[src/rtl/alu_share_arb_pkg.sv]
// Shared definitions for the ALU sharing arbiter: ALU func codes, datapath
// widths and the operand bundle carried through stage A.
package alu_share_arb_pkg;

  localparam int FUNC_W = 4;
  localparam int DATA_W = 32;

  localparam logic [FUNC_W-1:0] FN_ADD  = 4'b0000;
  localparam logic [FUNC_W-1:0] FN_SUB  = 4'b0001;
  localparam logic [FUNC_W-1:0] FN_XOR  = 4'b0010;
  localparam logic [FUNC_W-1:0] FN_OR   = 4'b0011;
  localparam logic [FUNC_W-1:0] FN_AND  = 4'b0100;
  localparam logic [FUNC_W-1:0] FN_SLTU = 4'b0101;
  localparam logic [FUNC_W-1:0] FN_SLT  = 4'b0110;
  localparam logic [FUNC_W-1:0] FN_SLL  = 4'b0111;
  localparam logic [FUNC_W-1:0] FN_SRL  = 4'b1000;
  localparam logic [FUNC_W-1:0] FN_SRA  = 4'b1001;
  localparam logic [FUNC_W-1:0] FN_SEQ  = 4'b1010;
  localparam logic [FUNC_W-1:0] FN_SNE  = 4'b1011;
  localparam logic [FUNC_W-1:0] FN_SGEU = 4'b1100;
  localparam logic [FUNC_W-1:0] FN_SGE  = 4'b1101;
  localparam logic [FUNC_W-1:0] FN_PC4  = 4'b1110;

  typedef struct packed {
    logic [FUNC_W-1:0] func;
    logic [DATA_W-1:0] src1;
    logic [DATA_W-1:0] src2;
  } alu_op_t;

  // Round-robin successor of a requester index, wrapping at n.
  function automatic int rr_next(input int idx, input int n);
    return (idx + 1 >= n) ? 0 : idx + 1;
  endfunction

endpackage

[src/rtl/alu_share_arb_if.sv]
// Bundle of requester, response and ALU-side signals around the arbiter.
// slave is the arbiter's view; master is the view of everything around it
// (requesters, result consumer and the external ALU).
interface alu_share_arb_if
  import alu_share_arb_pkg::*;
#(
  parameter int NUM_REQ = 2,
  parameter int ID_W    = 2
);

  logic [NUM_REQ-1:0]        req_valid;
  logic [NUM_REQ-1:0]        req_ready;
  logic [FUNC_W*NUM_REQ-1:0] req_func;
  logic [DATA_W*NUM_REQ-1:0] req_src1;
  logic [DATA_W*NUM_REQ-1:0] req_src2;

  logic [DATA_W-1:0]         alu_src1;
  logic [DATA_W-1:0]         alu_src2;
  logic [FUNC_W-1:0]         alu_func;
  logic [DATA_W-1:0]         alu_out;

  logic                      resp_valid;
  logic                      resp_ready;
  logic [ID_W-1:0]           resp_id;
  logic [DATA_W-1:0]         resp_data;

  modport slave (
    input  req_valid, req_func, req_src1, req_src2, alu_out, resp_ready,
    output req_ready, alu_src1, alu_src2, alu_func, resp_valid, resp_id, resp_data
  );

  modport master (
    output req_valid, req_func, req_src1, req_src2, alu_out, resp_ready,
    input  req_ready, alu_src1, alu_src2, alu_func, resp_valid, resp_id, resp_data
  );

endinterface

[src/rtl/alu_share_arb_rr_arbiter.sv]
// Combinational round-robin arbiter: scans upward from ptr (mod NUM_REQ)
// and grants the first asserted request. ptr must be below NUM_REQ.
module alu_share_arb_rr_arbiter #(
  parameter int NUM_REQ = 2,
  parameter int ID_W    = 2
) (
  input  logic [NUM_REQ-1:0] req,
  input  logic [ID_W-1:0]    ptr,
  output logic [NUM_REQ-1:0] gnt,
  output logic [ID_W-1:0]    idx,
  output logic               any
);

  // Pad the request vector to a power of two so an ID_W-bit index is always in range.
  localparam int SLOTS = 1 << ID_W;

  logic [SLOTS-1:0] req_ext;
  logic [ID_W:0]    cand;
  logic [ID_W-1:0]  slot;

  // Rotating priority scan, then one-hot decode of the winning index.
  always_comb begin
    req_ext = '0;
    req_ext[NUM_REQ-1:0] = req;
    idx  = '0;
    any  = 1'b0;
    cand = '0;
    slot = '0;
    for (int k = 0; k < NUM_REQ; k++) begin
      cand = {1'b0, ptr} + (ID_W+1)'(k);
      if (cand >= (ID_W+1)'(NUM_REQ)) cand = cand - (ID_W+1)'(NUM_REQ);
      slot = cand[ID_W-1:0];
      if (!any && req_ext[slot]) begin
        any = 1'b1;
        idx = slot;
      end
    end
    gnt = '0;
    for (int i = 0; i < NUM_REQ; i++) gnt[i] = any && (idx == ID_W'(i));
  end

endmodule

[src/rtl/alu_share_arb.sv]
// Shares one external combinational ALU between NUM_REQ requesters.
// Stage A holds the granted operands and drives the ALU; stage B captures
// the ALU result together with the owning requester index.
module alu_share_arb
  import alu_share_arb_pkg::*;
#(
  parameter int NUM_REQ = 2,
  parameter int ID_W    = 2
) (
  input  logic           clk,
  input  logic           reset,
  alu_share_arb_if.slave bus
);

  logic [ID_W-1:0]    rr_ptr;
  logic [ID_W-1:0]    win_idx;
  logic [NUM_REQ-1:0] win_gnt;
  logic               win_any;
  alu_op_t            win_op;

  logic               adv_a;
  logic               adv_b;
  logic               req_hs;

  logic               a_valid;
  alu_op_t            a_op;
  logic [ID_W-1:0]    a_id;

  logic               b_valid;
  logic [DATA_W-1:0]  b_data;
  logic [ID_W-1:0]    b_id;

  alu_share_arb_rr_arbiter #(
    .NUM_REQ (NUM_REQ),
    .ID_W    (ID_W)
  ) u_rr_arbiter (
    .req (bus.req_valid),
    .ptr (rr_ptr),
    .gnt (win_gnt),
    .idx (win_idx),
    .any (win_any)
  );

  // Each stage moves when it is empty or the stage downstream moves.
  assign adv_b  = !b_valid || bus.resp_ready;
  assign adv_a  = !a_valid || adv_b;

  // reset gates ready so nothing is offered while the flops are held in reset.
  assign req_hs        = win_any && adv_a && reset;
  assign bus.req_ready = win_gnt & {NUM_REQ{adv_a && reset}};

  // Select the winner's operand bundle from the packed request buses.
  always_comb begin
    win_op = '0;
    for (int i = 0; i < NUM_REQ; i++) begin
      if (win_gnt[i]) begin
        win_op.func = bus.req_func[FUNC_W*i +: FUNC_W];
        win_op.src1 = bus.req_src1[DATA_W*i +: DATA_W];
        win_op.src2 = bus.req_src2[DATA_W*i +: DATA_W];
      end
    end
  end

  // Round-robin pointer moves past the winner only on an accepted request.
  always_ff @(posedge clk or negedge reset) begin
    if (!reset) rr_ptr <= '0;
    else if (req_hs) rr_ptr <= ID_W'(rr_next(int'(win_idx), NUM_REQ));
  end

  // Stage A: operand registers keep their last value when empty so the ALU inputs stay quiet.
  always_ff @(posedge clk or negedge reset) begin
    if (!reset) begin
      a_valid <= 1'b0;
      a_op    <= '0;
      a_id    <= '0;
    end else if (adv_a) begin
      a_valid <= win_any;
      if (win_any) begin
        a_op <= win_op;
        a_id <= win_idx;
      end
    end
  end

  // Stage B: capture the ALU result and owner; held stable while stalled.
  always_ff @(posedge clk or negedge reset) begin
    if (!reset) begin
      b_valid <= 1'b0;
      b_data  <= '0;
      b_id    <= '0;
    end else if (adv_b) begin
      b_valid <= a_valid;
      if (a_valid) begin
        b_data <= bus.alu_out;
        b_id   <= a_id;
      end
    end
  end

  assign bus.alu_src1   = a_op.src1;
  assign bus.alu_src2   = a_op.src2;
  assign bus.alu_func   = a_op.func;
  assign bus.resp_valid = b_valid;
  assign bus.resp_id    = b_id;
  assign bus.resp_data  = b_data;

endmodule
[src/flat_wrapper.sv]
// flat-port wrapper written by rule: the top's interface ports become plain ports
module alu_share_arb_flat import alu_share_arb_pkg::*;
#(
  parameter int NUM_REQ = 2,
  parameter int ID_W    = 2
)
  (clk, reset, bus_req_valid, bus_req_func, bus_req_src1, bus_req_src2, bus_alu_out, bus_resp_ready, bus_req_ready, bus_alu_src1, bus_alu_src2, bus_alu_func, bus_resp_valid, bus_resp_id, bus_resp_data);
  alu_share_arb_if #(.NUM_REQ(NUM_REQ), .ID_W(ID_W)) bus_i ();
  input  logic clk;
  input  logic reset;
  input wire logic [$bits(bus_i.req_valid)-1:0] bus_req_valid;
  input wire logic [$bits(bus_i.req_func)-1:0] bus_req_func;
  input wire logic [$bits(bus_i.req_src1)-1:0] bus_req_src1;
  input wire logic [$bits(bus_i.req_src2)-1:0] bus_req_src2;
  input wire logic [$bits(bus_i.alu_out)-1:0] bus_alu_out;
  input wire logic [$bits(bus_i.resp_ready)-1:0] bus_resp_ready;
  output wire logic [$bits(bus_i.req_ready)-1:0] bus_req_ready;
  output wire logic [$bits(bus_i.alu_src1)-1:0] bus_alu_src1;
  output wire logic [$bits(bus_i.alu_src2)-1:0] bus_alu_src2;
  output wire logic [$bits(bus_i.alu_func)-1:0] bus_alu_func;
  output wire logic [$bits(bus_i.resp_valid)-1:0] bus_resp_valid;
  output wire logic [$bits(bus_i.resp_id)-1:0] bus_resp_id;
  output wire logic [$bits(bus_i.resp_data)-1:0] bus_resp_data;
  assign bus_i.req_valid = bus_req_valid;
  assign bus_i.req_func = bus_req_func;
  assign bus_i.req_src1 = bus_req_src1;
  assign bus_i.req_src2 = bus_req_src2;
  assign bus_i.alu_out = bus_alu_out;
  assign bus_i.resp_ready = bus_resp_ready;
  assign bus_req_ready = bus_i.req_ready;
  assign bus_alu_src1 = bus_i.alu_src1;
  assign bus_alu_src2 = bus_i.alu_src2;
  assign bus_alu_func = bus_i.alu_func;
  assign bus_resp_valid = bus_i.resp_valid;
  assign bus_resp_id = bus_i.resp_id;
  assign bus_resp_data = bus_i.resp_data;
  alu_share_arb #(.NUM_REQ(NUM_REQ), .ID_W(ID_W)) u_core (.clk(clk), .reset(reset), .bus(bus_i));
endmodule
[config.mk]
export PLATFORM = sky130hd
export DESIGN_NAME = alu_share_arb_flat
export DESIGN_NICKNAME = d
export VERILOG_FILES = /design/src/rtl/alu_share_arb_pkg.sv /design/src/rtl/alu_share_arb_if.sv /design/src/rtl/alu_share_arb_rr_arbiter.sv /design/src/rtl/alu_share_arb.sv /design/src/flat_wrapper.sv
export SDC_FILE = /design/constraint.sdc
export NUM_CORES = 1
export LEC_CHECK = 0
export CELL_PAD_IN_SITES_DETAIL_PLACEMENT = 1
export CELL_PAD_IN_SITES_GLOBAL_PLACEMENT = 2
export CORE_MARGIN = 1
export CORE_UTILIZATION = 27
export CTS_BUF_LIST = sky130_fd_sc_hd__clkbuf_8
export DETAILED_ROUTE_END_ITERATION = 10
export PLACE_DENSITY = 0.93
export RECOVER_POWER = 50
export SYNTH_ARGS = -nofsm -noshare
export SYNTH_HDL_FRONTEND = slang
export SYNTH_SLANG_ARGS = --single-unit
export TNS_END_PERCENT = 10
[constraint.sdc]
create_clock -name clk -period 6.2 [get_ports clk]
set_input_delay 1.86 -clock clk [delete_from_list [all_inputs] [get_ports clk]]
set_output_delay 1.86 -clock clk [all_outputs]
set_load 0.005 [all_outputs]
# ---- Yosys cells after proc, flatten, opt, wreduce, memory -nomap -nowiden
# Cells that the tools add are included.
dict set report classes {
  bitwise_logic 1
  shifts 0
  reduce_logical 14
  multipliers 0
  mux 13
  div_mod_pow 0
  add_sub_neg 4
  eq_ne 1
  magnitude_cmp 5
}
# operator count
set ops {}
lappend ops {{68-bit 2-to-1 mux} 2}
lappend ops {{2-bit 2-to-1 mux} 5}
lappend ops {{2-bit by 1-bit adder with 3-bit output (second input constant)} 2}
lappend ops {{3-bit by 2-bit greater-or-equal comparator with 1-bit output (second input constant)} 2}
lappend ops {{1-bit logical AND} 6}
lappend ops {{2-bit by 3-bit < comparator with 1-bit output (second input constant)} 2}
lappend ops {{1-bit binary-select mux with 2-bit select} 2}
lappend ops {{1-bit 2-to-1 mux} 4}
lappend ops {{2-bit AND reduction} 2}
lappend ops {{2-bit subtractor (second input constant)} 2}
lappend ops {{1-bit zero test} 3}
lappend ops {{2-bit bitwise AND} 1}
lappend ops {{2-bit by 1-bit == test with 1-bit output (second input constant)} 1}
lappend ops {{2-bit greater-or-equal comparator (second input constant)} 1}
lappend ops {{2-bit zero test} 1}
lappend ops {{1-bit logical OR} 2}
dict set report word_totals {
  output_inout_bits 105
  rom_bits 0
  in_bits 173
  ram_bits 0
  elab_cells 47
  latch_bits 0
  n_memories 0
  register_bits 108
}

# ---- Depth between registers and ports, before layout
# Gate-level depths: netlist of the first run.
dict set report depth {
  word_depth 12
  mapped_depth 10
  depth_no_buf 7
}

# ---- Modules after synthesis
# A second synthesis of the first run with hierarchy kept.
dict set report unflattened {
  cells_unflattened 419
  hier_area_um2 4773.3
}
# mod cells_per_inst area_per_inst_um2 seq_area_each_um2 n_inst
set modules_own_cells {}
lappend modules_own_cells {alu_share_arb 410 4717.0 2702.6 1}
lappend modules_own_cells {alu_share_arb_rr_arbiter 9 56.3 0.0 1}

# ---- Worst setup path after synthesis of the first run
# Ideal clock, no wire load.
dict set report synth_path {
  path_type {input -> output}
  start {input port bus_req_valid[0]}
  end {output port bus_req_ready[1]}
  path_buffers 2
  path_stages 7
  t_arrival_ps 2947
  slack_ps 1393
  required_time_ps 4340
  path_cell_list {inv_1 -> o21ai_0 -> inv_1 -> ha_1 -> buf_2 -> clkbuf_1 -> and3_1}
}
dict set report synth_between {
  elab_chain_len 9
  word_cells_on_any_way 13
  cone_classes {eq/ne (1); mux (8); bitwise (1); reduce/logical (3)}
}
# item line_no
set synth_lines {}
lappend synth_lines {{start: declaration} flat_wrapper.sv:11} ;# input wire logic [$bits(bus_i.req_valid)-1:0] bus_req_valid;
lappend synth_lines {{1-bit binary-select mux with 2-bit select} alu_share_arb_rr_arbiter.sv:33} ;# if (!any && req_ext[slot]) begin
lappend synth_lines {{1-bit 2-to-1 mux (implied by the code)} alu_share_arb_rr_arbiter.sv:33}
lappend synth_lines {{1-bit 2-to-1 mux} alu_share_arb_rr_arbiter.sv:33}
lappend synth_lines {{1-bit zero test} alu_share_arb_rr_arbiter.sv:33}
lappend synth_lines {{1-bit logical AND} alu_share_arb_rr_arbiter.sv:33}
lappend synth_lines {{2-bit 2-to-1 mux (*)} alu_share_arb_rr_arbiter.sv:33}
lappend synth_lines {{net u_core.u_rr_arbiter.idx[0]} alu_share_arb_rr_arbiter.sv:10} ;# output logic [ID_W-1:0] idx,
lappend synth_lines {{2-bit by 1-bit == test with 1-bit output (*)} alu_share_arb_rr_arbiter.sv:39} ;# for (int i = 0; i < NUM_REQ; i++) gnt[i] = any && (idx == ID_W'(i));
lappend synth_lines {{1-bit logical AND (*)} alu_share_arb_rr_arbiter.sv:39}
lappend synth_lines {{2-bit bitwise AND (*)} alu_share_arb.sv:50} ;# assign bus.req_ready = win_gnt & {NUM_REQ{adv_a && reset}};
lappend synth_lines {{end: declaration} flat_wrapper.sv:17} ;# output wire logic [$bits(bus_i.req_ready)-1:0] bus_req_ready;
# Mark *: on every way through the listed nets, which the timed path passes. The rest lies on a longest branch. The select of a mux whose other input is x is not followed.

# ---- Worst setup path in the final report of the first run
dict set report layout_path {
  start {input port bus_req_valid[0]}
  end {output port bus_req_ready[0]}
}
dict set report layout_between {
  elab_chain_len 9
  word_cells_on_any_way 13
  cone_classes {mux (8); bitwise (1); reduce/logical (4)}
}
# item line_no
set layout_lines {}
lappend layout_lines {{1-bit binary-select mux with 2-bit select} alu_share_arb_rr_arbiter.sv:33}
lappend layout_lines {{1-bit 2-to-1 mux (implied by the code)} alu_share_arb_rr_arbiter.sv:33}
lappend layout_lines {{1-bit 2-to-1 mux} alu_share_arb_rr_arbiter.sv:33}
lappend layout_lines {{1-bit zero test} alu_share_arb_rr_arbiter.sv:33}
lappend layout_lines {{1-bit logical AND} alu_share_arb_rr_arbiter.sv:33}
lappend layout_lines {{2-bit 2-to-1 mux} alu_share_arb_rr_arbiter.sv:33}
lappend layout_lines {{2-bit zero test} alu_share_arb_rr_arbiter.sv:39}
lappend layout_lines {{1-bit logical AND (*)} alu_share_arb_rr_arbiter.sv:39}
lappend layout_lines {{2-bit bitwise AND (*)} alu_share_arb.sv:50}
# Mark *: on every way between the ends. The rest lies on a longest branch, timed or not. The select of a mux whose other input is x is not followed.

==> impl_metrics.toml, run 1 <==
[status]
outcome = "finished, violations left"
violations = "capacitance limit, slew limit"

[global_routing]
grt_max_degree = 71
antenna_found_initial = 0
grt_pass1_wl_mm = 24.5
grt_usage_pct = 16.3
grt_pass1_vias = 4374
grt-ovfl-total = 0

[sta]
setup_tns_ns = 0
period_needed_ns = 5.68
rsz0062_at_grt = "no"
relSlewSlack_pct = -108
fin_hold_ws_ns = 0.501
slew_violations = 94
finalHoldViolCount = 0
setup_viol = 0
fmax_mhz = 176
fin_skew_ns = 0.0226
fin_crit_sh_pct = 91.6
tightest_slew_ns = 3.11

[die]
core-area_mm2 = 0.0183
row_count = 49
die_area_mm2 = 0.0195
io_pins = 278
start_util_pct = 28.0
fp.dieH_um = 140
die_w_um = 140

[clock_network]
clkTransAtPathRegs_ns = 0.11
holdBufCountCts = 0
cts_buffer_depth = 2
clock_latency_ns = 0.38
cts_buffers = 9
cts_root_buf = "clkbuf_8"
htree_num_levels = 3
clock-sinks = 108
cts_resized = 0
post_cts_buffers = 0
cts_tree = "done"

[detailed_routing]
first_pass_iters = 4
drc = 0
via_per_inst = 4.66
wl_per_cell_um = 18.6
first_iter_violations = 89
wirelength_mm = 15.5
vias = 3892
antenna_left = 0

[power]
p_sw_uw = 532
power_frac_clock_pct = 20.9
seqPwrFrac_pct = 45.4
swShare_pct = 27.5
power_mw = 1.94
p_comb_share_pct = 33.7
p_int_mw = 1.41
irDropWorstVdd_mv = 0.0897
cellLeakagePower_nw = 3.60
p_per_area_mw_per_mm2 = 237

[setup_path]
crit_path_max_fanout = 4
critPathLaunchType = "input port"
worst_r2r_path_depth = 8
path_class = "in2out"
cp-end-kind = "output port"
cp.arrival_ns = 3.82
cp.required_ns = 4.34

[placement]
port_buffers = 277
gp_congestion = 0.748
dp_hpwl_mm = 12.0

[synthesis]
synth.yosys.seq_area_share_pct = 52.8
syn_inst = 331
ys_ff_latch = 108
avgSynthCellArea_um2 = 15.5
ys_types = 25
ys.warnings.count = 0
synth_area_mm2 = 0.00512

[cells_and_area]
syn_to_final_growth_pct = 59.9
layout_common_cells = "251 x clkdlybuf4s50_1, 108 x dfrtp_1, 68 x mux2_4"
layout_commonest_cell = "clkdlybuf4s50_1"
fin_nets = 778
fin_util_pct = 44.8
drive_gt1_share_pct = 21.1
fillCellCount = 1901
diodes = 0

[flow_run]
drv_cap = 2

[hold_path]
hold_class = "reg2reg"
min_delay_path_depth = 1
-- state kept, by name (all words and copies together), names as in the netlist --
signal	cells
u_core.bus.alu_src1	32
u_core.bus.alu_src2	32
u_core.bus.resp_data	32
u_core.bus.alu_func	4
u_core.a_id	2
u_core.bus.resp_id	2
u_core.rr_ptr	2
u_core.a_valid	1
u_core.bus.resp_valid	1
-- layer usage --
layer | part of all wire [%] | vias up | wire (µm) | global-route usage, %
met1 | 39 | 1913 | 6070 | 18.4
li1 | - | 1762 | - | -
met2 | 51 | 195 | 7900 | 28.7
met5 | 0 | - | 0 | 0
met3 | 7.8 | 22 | 1220 | 4.71
met4 | 2.1 | 0 | 329 | 6.48
-- kinds of logic after synthesis --
family | after synthesis | share of synthesized area, %
other cells | 1 | 0.0733
buf+inv | 29 | 4.72
flops | 108 | 52.8
simple gates | 12 | 1.37
fa+ha+maj | 3 | 0.734
mux | 103 | 27.7
compound gates | 75 | 12.6
-- stage by stage --
stage | area (µm²) | cells | worst slack (ns)
after floorplan | 5120 | 333 | 1.39
after global placement | 8020 | 820 | 0.606
after detailed placement | 8020 | 820 | 0.530
after CTS | 8190 | 836 | 0.513
after global routing | 8180 | 836 | 0.426
final | 8180 | 836 | 0.521
-- critical path, stage by stage --
cell	delay (ns)
clkdlybuf4s50_1	0.49
inv_1	0.04
o21ai_0	0.43
ha_1	0.31
and3_1	0.17
clkdlybuf4s50_1	0.53
-- Yosys cell counts (all sizes together) --
master | instances | share of area (%)
a22o | 67 | 11
a21boi | 1 | 0.22
nor2b | 1 | 0.17
o21a | 1 | 0.15
and2 | 1 | 0.12
nand2 | 3 | 0.22
nand2b | 2 | 0.24
buf | 16 | 3.8
o2bb2ai | 2 | 0.34
dfrtp | 108 | 53
ha | 3 | 0.73
nand3b | 1 | 0.15
conb | 1 | 0.073
clkbuf | 10 | 0.73
mux2 | 103 | 28
inv | 3 | 0.22
nand3 | 1 | 0.098
and3 | 2 | 0.24
o211ai | 1 | 0.15
or3 | 1 | 0.12
o21ai | 3 | 0.29
-- power by group through the flow --
stage	Sequential (mW)	Combinational, mW	Clock, mW
after detailed placement	0.894	0.671	0
final	0.881	0.653	0.406
after floorplan	0.892	0.274	0
after CTS	0.883	0.672	0.426
after global routing	0.895	0.699	0.453
after global placement	0.887	0.651	0
-- cell type report --
class / instances / area (µm²) / share of cell area, %
Clock buffer: 9 / 124 / 1.51
Clock inverter: 7 / 51.3 / 0.627
Inverter: 3 / 11.3 / 0.138
Multi-Input combinational cell: 196 / 2190 / 26.8
Sequential cell: 108 / 2700 / 33.0
Tap cell: 229 / 287 / 3.50
Timing Repair Buffer: 284 / 2810 / 34.4
-- worst paths after layout --
check | endpoint | startpoint | slack, ns
min | u_core.a_id[1] | u_core.a_id[1] | 0.50
min reg2reg | u_core.a_id[1] | u_core.a_id[1] | 0.50
min in group asynchronous | u_core.bus.alu_func[2] | reset | 2.64
max in group asynchronous | u_core.bus.alu_src2[0] | reset | 1.60
max | bus_req_ready[0] | bus_req_valid[0] | 0.52
max reg2reg | u_core.bus.alu_src1[25] | u_core.rr_ptr[0] | 3.13
No activity file was read; power rests on OpenSTA's default activity.
==> run 2, diff against run 1 <==
CTS_BUF_LIST = sky130_fd_sc_hd__clkbuf_4   (was sky130_fd_sc_hd__clkbuf_8)
==> run 2 against run 1 <==
The run still ends with capacitance limit, slew limit left. Count of clock-buffer cells in the layout did not move. Worst setup slack better by 0.010 ns. Fmax up 0.18%. Cell count unchanged. Core utilization shrank 0.32 points. Via count rose by 0.28%. First-iteration DRC count decreased by 11%. Critical path depth stayed put. Total power is 3.5% lower. Worst hold slack gained 0.014 ns. Wire length is essentially flat.
==> impl_metrics.toml, run 2 (synthesis gave the netlist of run 1 again) <==
[status]
outcome = "finished, violations left"
violations = "capacitance limit, slew limit"

[detailed_routing]
wirelength_mm = 15.5
antenna_left = 0
drc = 0
first_iter_violations = 79
wl_per_cell_um = 18.6
first_pass_iters = 4
vias = 3903
via_per_inst = 4.67

[sta]
fin_skew_ns = 0.0409
slew_violations = 94
finalHoldViolCount = 0
relSlewSlack_pct = -111
setup_tns_ns = 0
rsz0062_at_grt = "no"
setup_viol = 0
tightest_slew_ns = 3.16
fmax_mhz = 176
period_needed_ns = 5.67
fin_crit_sh_pct = 91.4

[clock_network]
cts_buffer_depth = 2
clkTransAtPathRegs_ns = 0.17
cts_root_buf = "clkbuf_4"
cts_tree = "done"
clock-sinks = 108
cts_buffers = 9
cts_resized = 0
clock_latency_ns = 0.48
holdBufCountCts = 0
post_cts_buffers = 0
htree_num_levels = 3

[die]
row_count = 49
io_pins = 278
core-area_mm2 = 0.0183
start_util_pct = 28.0
fp.dieH_um = 140
die_area_mm2 = 0.0195
die_w_um = 140

[setup_path]
path_class = "in2out"
reg2reg_to = "u_core.bus.alu_src1[25]"
worst_r2r_path_depth = 8
r2r_start = "u_core.rr_ptr[0]"
cp.required_ns = 4.34
crit_path_max_fanout = 4
crit_slowest_cell = "clkdlybuf4s50_1"
cp.arrival_ns = 3.81
rrSetupSlack_ns = 3.11
cp-startpoint = "bus_req_valid[0]"
crit_chain = "clkdlybuf4s50_1 > inv_1 > o21ai_0 > ha_1 > and3_1 > clkdlybuf4s50_1"
critPathLaunchType = "input port"
cp_common_cell = "clkdlybuf4s50_1"
crit_buf_inv = 3
crit_family = "buffers and inverters"
cp-end-kind = "output port"
critPathMaxStageDelay_ns = 0.53

[cells_and_area]
syn_to_final_growth_pct = 58.8
fin_area_mm2 = 0.00812
layout_commonest_cell = "clkdlybuf4s50_1"
diodes = 0
drive_gt1_share_pct = 21.1
fin_nets = 778
fin_util_pct = 44.5
layout_common_cells = "263 x clkdlybuf4s50_1, 108 x dfrtp_1, 68 x mux2_4"
instances_no_fill = 836

[global_routing]
grt_pass1_wl_mm = 24.5
grt_max_degree = 71
antenna_found_initial = 0
grt_usage_pct = 16.2
grt-ovfl-total = 0
grt_pass1_vias = 4383

[placement]
dp_hpwl_mm = 12.0
placed_area_mm2 = 0.00802
port_buffers = 277
placedCellCount = 820
gp_congestion = 0.748

[power]
p_per_area_mw_per_mm2 = 230
cellLeakagePower_nw = 3.56
irDropWorstVdd_mv = 0.0920

[hold_path]
holdPathEnd = "u_core.a_id[1]"
min_delay_path_depth = 1
hold_class = "reg2reg"
worstHoldStart = "u_core.a_id[1]"

[flow_run]
drv_cap = 2
-- run 2: worst max-delay path by stage --
stage	cells after the start	to	slack [ns]
2_1_floorplan	7	bus_req_ready[1]	1.39
3_3_place_gp	6	bus_req_ready[0]	0.61
3_5_place_dp	6	bus_req_ready[0]	0.53
4_1_cts	6	bus_req_ready[0]	0.51
5_1_grt	3	u_core.bus.alu_src2[0]	0.31
6_report	6	bus_req_ready[0]	0.53
-- run 2: layout make-up --
cell class	count	area (µm²)
clock buffers	9	67.6
multi-input cells	196	2190
repair buffers	284	2810
inverters	3	11.3
well taps	229	287
clock inverters	7	51.3
fillers	1905	10100
flip-flops and latches	108	2700
-- run 2: worst reg2reg max path: stages, from the launching register on --
cell,delay [ns]
dfrtp_1,0.45
o21ai_0,0.45
inv_1,0.13
ha_2,0.22
buf_4,0.33
nor2b_4,0.45
buf_4,0.55
a22o_1,0.30
mux2_4,0.15
-- run 2: layer usage --
layer  track usage, %  wire length, µm
met1             18.4             6090
met2             28.8             7930
met3             4.71             1210
met4             6.07              308
met5                0                0
-- run 2: metrics by stage --
| stage | total power, mW | setup WS (ns) | hold slack (ns) |
|---|---|---|---|
| after floorplan | 1.17 | 1.39 | 0.449 |
| after global placement | 1.54 | 0.606 | 0.472 |
| after detailed placement | 1.56 | 0.530 | 0.473 |
| after CTS | 1.91 | 0.513 | 0.516 |
| after global routing | 1.98 | 0.314 | 0.543 |
| final | 1.87 | 0.531 | 0.515 |
-- run 2: power breakdown --
| group | switching, mW | internal, mW | total (mW) |
|---|---|---|---|
| clock | 0.246 | 0.0856 | 0.331 |
| combinational | 0.210 | 0.448 | 0.658 |
| sequential | 0.0675 | 0.814 | 0.881 |
==> run 3, diff against run 2 <==
CAP_MARGIN = 5   (was default)
CORE_UTILIZATION = 25   (was 27)
CTS_CLUSTER_DIAMETER = 200   (was default)
PLACE_DENSITY = 0.87   (was 0.93)
clock period = 5.25 ns   (was 6.2 ns; I/O delays follow)
==> run 3 against run 2 <==
The run still ends with capacitance limit, slew limit left. Worst hold slack better by 0.0079 ns. Count of clock-buffer cells in the layout stayed put. Sequential power is 18% higher. Global-route usage decreased by 1.3 points. Via count fell by 0.20%. Cell area is 0.97% higher. Die area increased by 7.9%. Critical endpoint unchanged. Largest cell class unchanged.
==> impl_metrics.toml, run 3 (synthesis gave the netlist of run 1 again) <==
[detailed_routing]
drc = 0
wl_per_cell_um = 17.5
first_iter_violations = 72
antenna_left = 0
first_pass_iters = 4
via_per_inst = 4.46
vias = 3895
wirelength_mm = 15.3

[setup_path]
crit_path_max_fanout = 4
rrSetupSlack_ns = 2.28
critPathLaunchType = "input port"
cp-end-kind = "output port"
cp.required_ns = 3.68
cp-startpoint = "bus_req_valid[0]"
path_class = "in2out"
cp.arrival_ns = 3.45
worst_r2r_path_depth = 8
r2r_start = "u_core.rr_ptr[0]"

[cells_and_area]
drive_gt1_share_pct = 20.9
fin_nets = 779
layout_commonest_cell = "clkdlybuf4s50_1"
fin_util_pct = 41.5
instances_no_fill = 874
fillCellCount = 2085
layout_common_cells = "263 x clkdlybuf4s50_1, 108 x dfrtp_1, 68 x mux2_4"
syn_to_final_growth_pct = 60.3

[sta]
fin_crit_sh_pct = 95.7
tightest_slew_ns = 2.97
fmax_mhz = 199
slew_violations = 92
fin_hold_ws_ns = 0.523
setup_viol = 0
relSlewSlack_pct = -98.0
period_needed_ns = 5.02
rsz0062_at_grt = "no"
setup_tns_ns = 0
fin_skew_ns = 0.0140
finalHoldViolCount = 0

[die]
die_w_um = 145
core-area_mm2 = 0.0198
start_util_pct = 25.9
die_area_mm2 = 0.0210
fp.dieH_um = 145
io_pins = 278
row_count = 51

[global_routing]
grt_busiest_layer = "met2"
grt_pass1_wl_mm = 24.7
grt_usage_pct = 14.9
grt_pass1_vias = 4533
grt_util_met3_pct = 5.41
met1_usage_pct = 16.5
grt_max_degree = 71
antenna_found_initial = 1
use_met2_pct = 26.6
grt-ovfl-total = 0

[clock_network]
post_cts_buffers = 0
cts_resized = 0
cts_root_buf = "clkbuf_4"
htree_num_levels = 3
cts_tree = "done"
cts_buffers = 9
holdBufCountCts = 0
clock-sinks = 108
clock_latency_ns = 0.47
cts_buffer_depth = 2
clkTransAtPathRegs_ns = 0.18

[power]
seqPwrFrac_pct = 46.8
swShare_pct = 28.0
power_frac_clock_pct = 18.2
p_comb_share_pct = 35.0
irDropWorstVdd_mv = 0.112
p_per_area_mw_per_mm2 = 271
p_sw_uw = 623
cellLeakagePower_nw = 3.58
p_int_mw = 1.60

[hold_path]
worstHoldStart = "u_core.bus.resp_data[10]"
min_delay_path_depth = 1
hold_class = "reg2reg"

[placement]
dp_hpwl_mm = 11.9
placedCellCount = 857
port_buffers = 277
gp_congestion = 0.777

[status]
outcome = "finished, violations left"
violations = "capacitance limit, slew limit"

[flow_run]
drv_cap = 2
==> run 3: final timing paths <==
check                                            to
max reg2reg                  u_core.bus.alu_src2[7]
min                        u_core.bus.resp_data[10]
max                                bus_req_ready[0]
min reg2reg                u_core.bus.resp_data[10]
max in group asynchronous   u_core.bus.alu_src1[28]
min in group asynchronous    u_core.bus.alu_src1[5]
==> run 3: power groups by stage <==
stage	combinational [mW]	sequential (mW)	clock [mW]
after floorplan	0.323	1.05	0
after global placement	0.772	1.05	0
after detailed placement	0.795	1.06	0
after CTS	0.798	1.04	0.431
after global routing	0.834	1.06	0.463
final	0.777	1.04	0.405
==> run 3: cell type report <==
| cell class | instances | area (µm²) | area share [%] |
|---|---|---|---|
| Clock inverter | 7 | 60.1 | 0.732 |
| Sequential cell | 108 | 2700 | 33.0 |
| Tap cell | 265 | 332 | 4.04 |
| Inverter | 3 | 11.3 | 0.137 |
| Clock buffer | 9 | 67.6 | 0.824 |
| Multi-Input combinational cell | 196 | 2190 | 26.8 |
| Timing Repair Buffer | 285 | 2830 | 34.5 |
| Antenna cell | 1 | 2.50 | 0.0305 |
==> run 3: per-layer routing <==
| metal | share of wire [%] | wire (µm) |
|---|---|---|
| met3 | 8.6 | 1320 |
| met1 | 40 | 6060 |
| met2 | 50 | 7690 |
| met5 | 0 | 0 |
| met4 | 1.5 | 235 |
==> run 3: critical path, stage by stage <==
cell and delay (ns):
clkdlybuf4s50_1 0.48, inv_1 0.04, o21ai_0 0.43, ha_1 0.25, and3_1 0.15, clkdlybuf4s50_1 0.52
==> run 3: through the flow <==
stage | worst slack [ns] | power (mW) | instance area (µm²)
final | 0.225 | 2.22 | 8200
after global routing | 0.00879 | 2.35 | 8200
after CTS | 0.158 | 2.27 | 8210
after detailed placement | 0.152 | 1.85 | 8080
after global placement | 0.167 | 1.82 | 8080
after floorplan | 1.01 | 1.38 | 5120
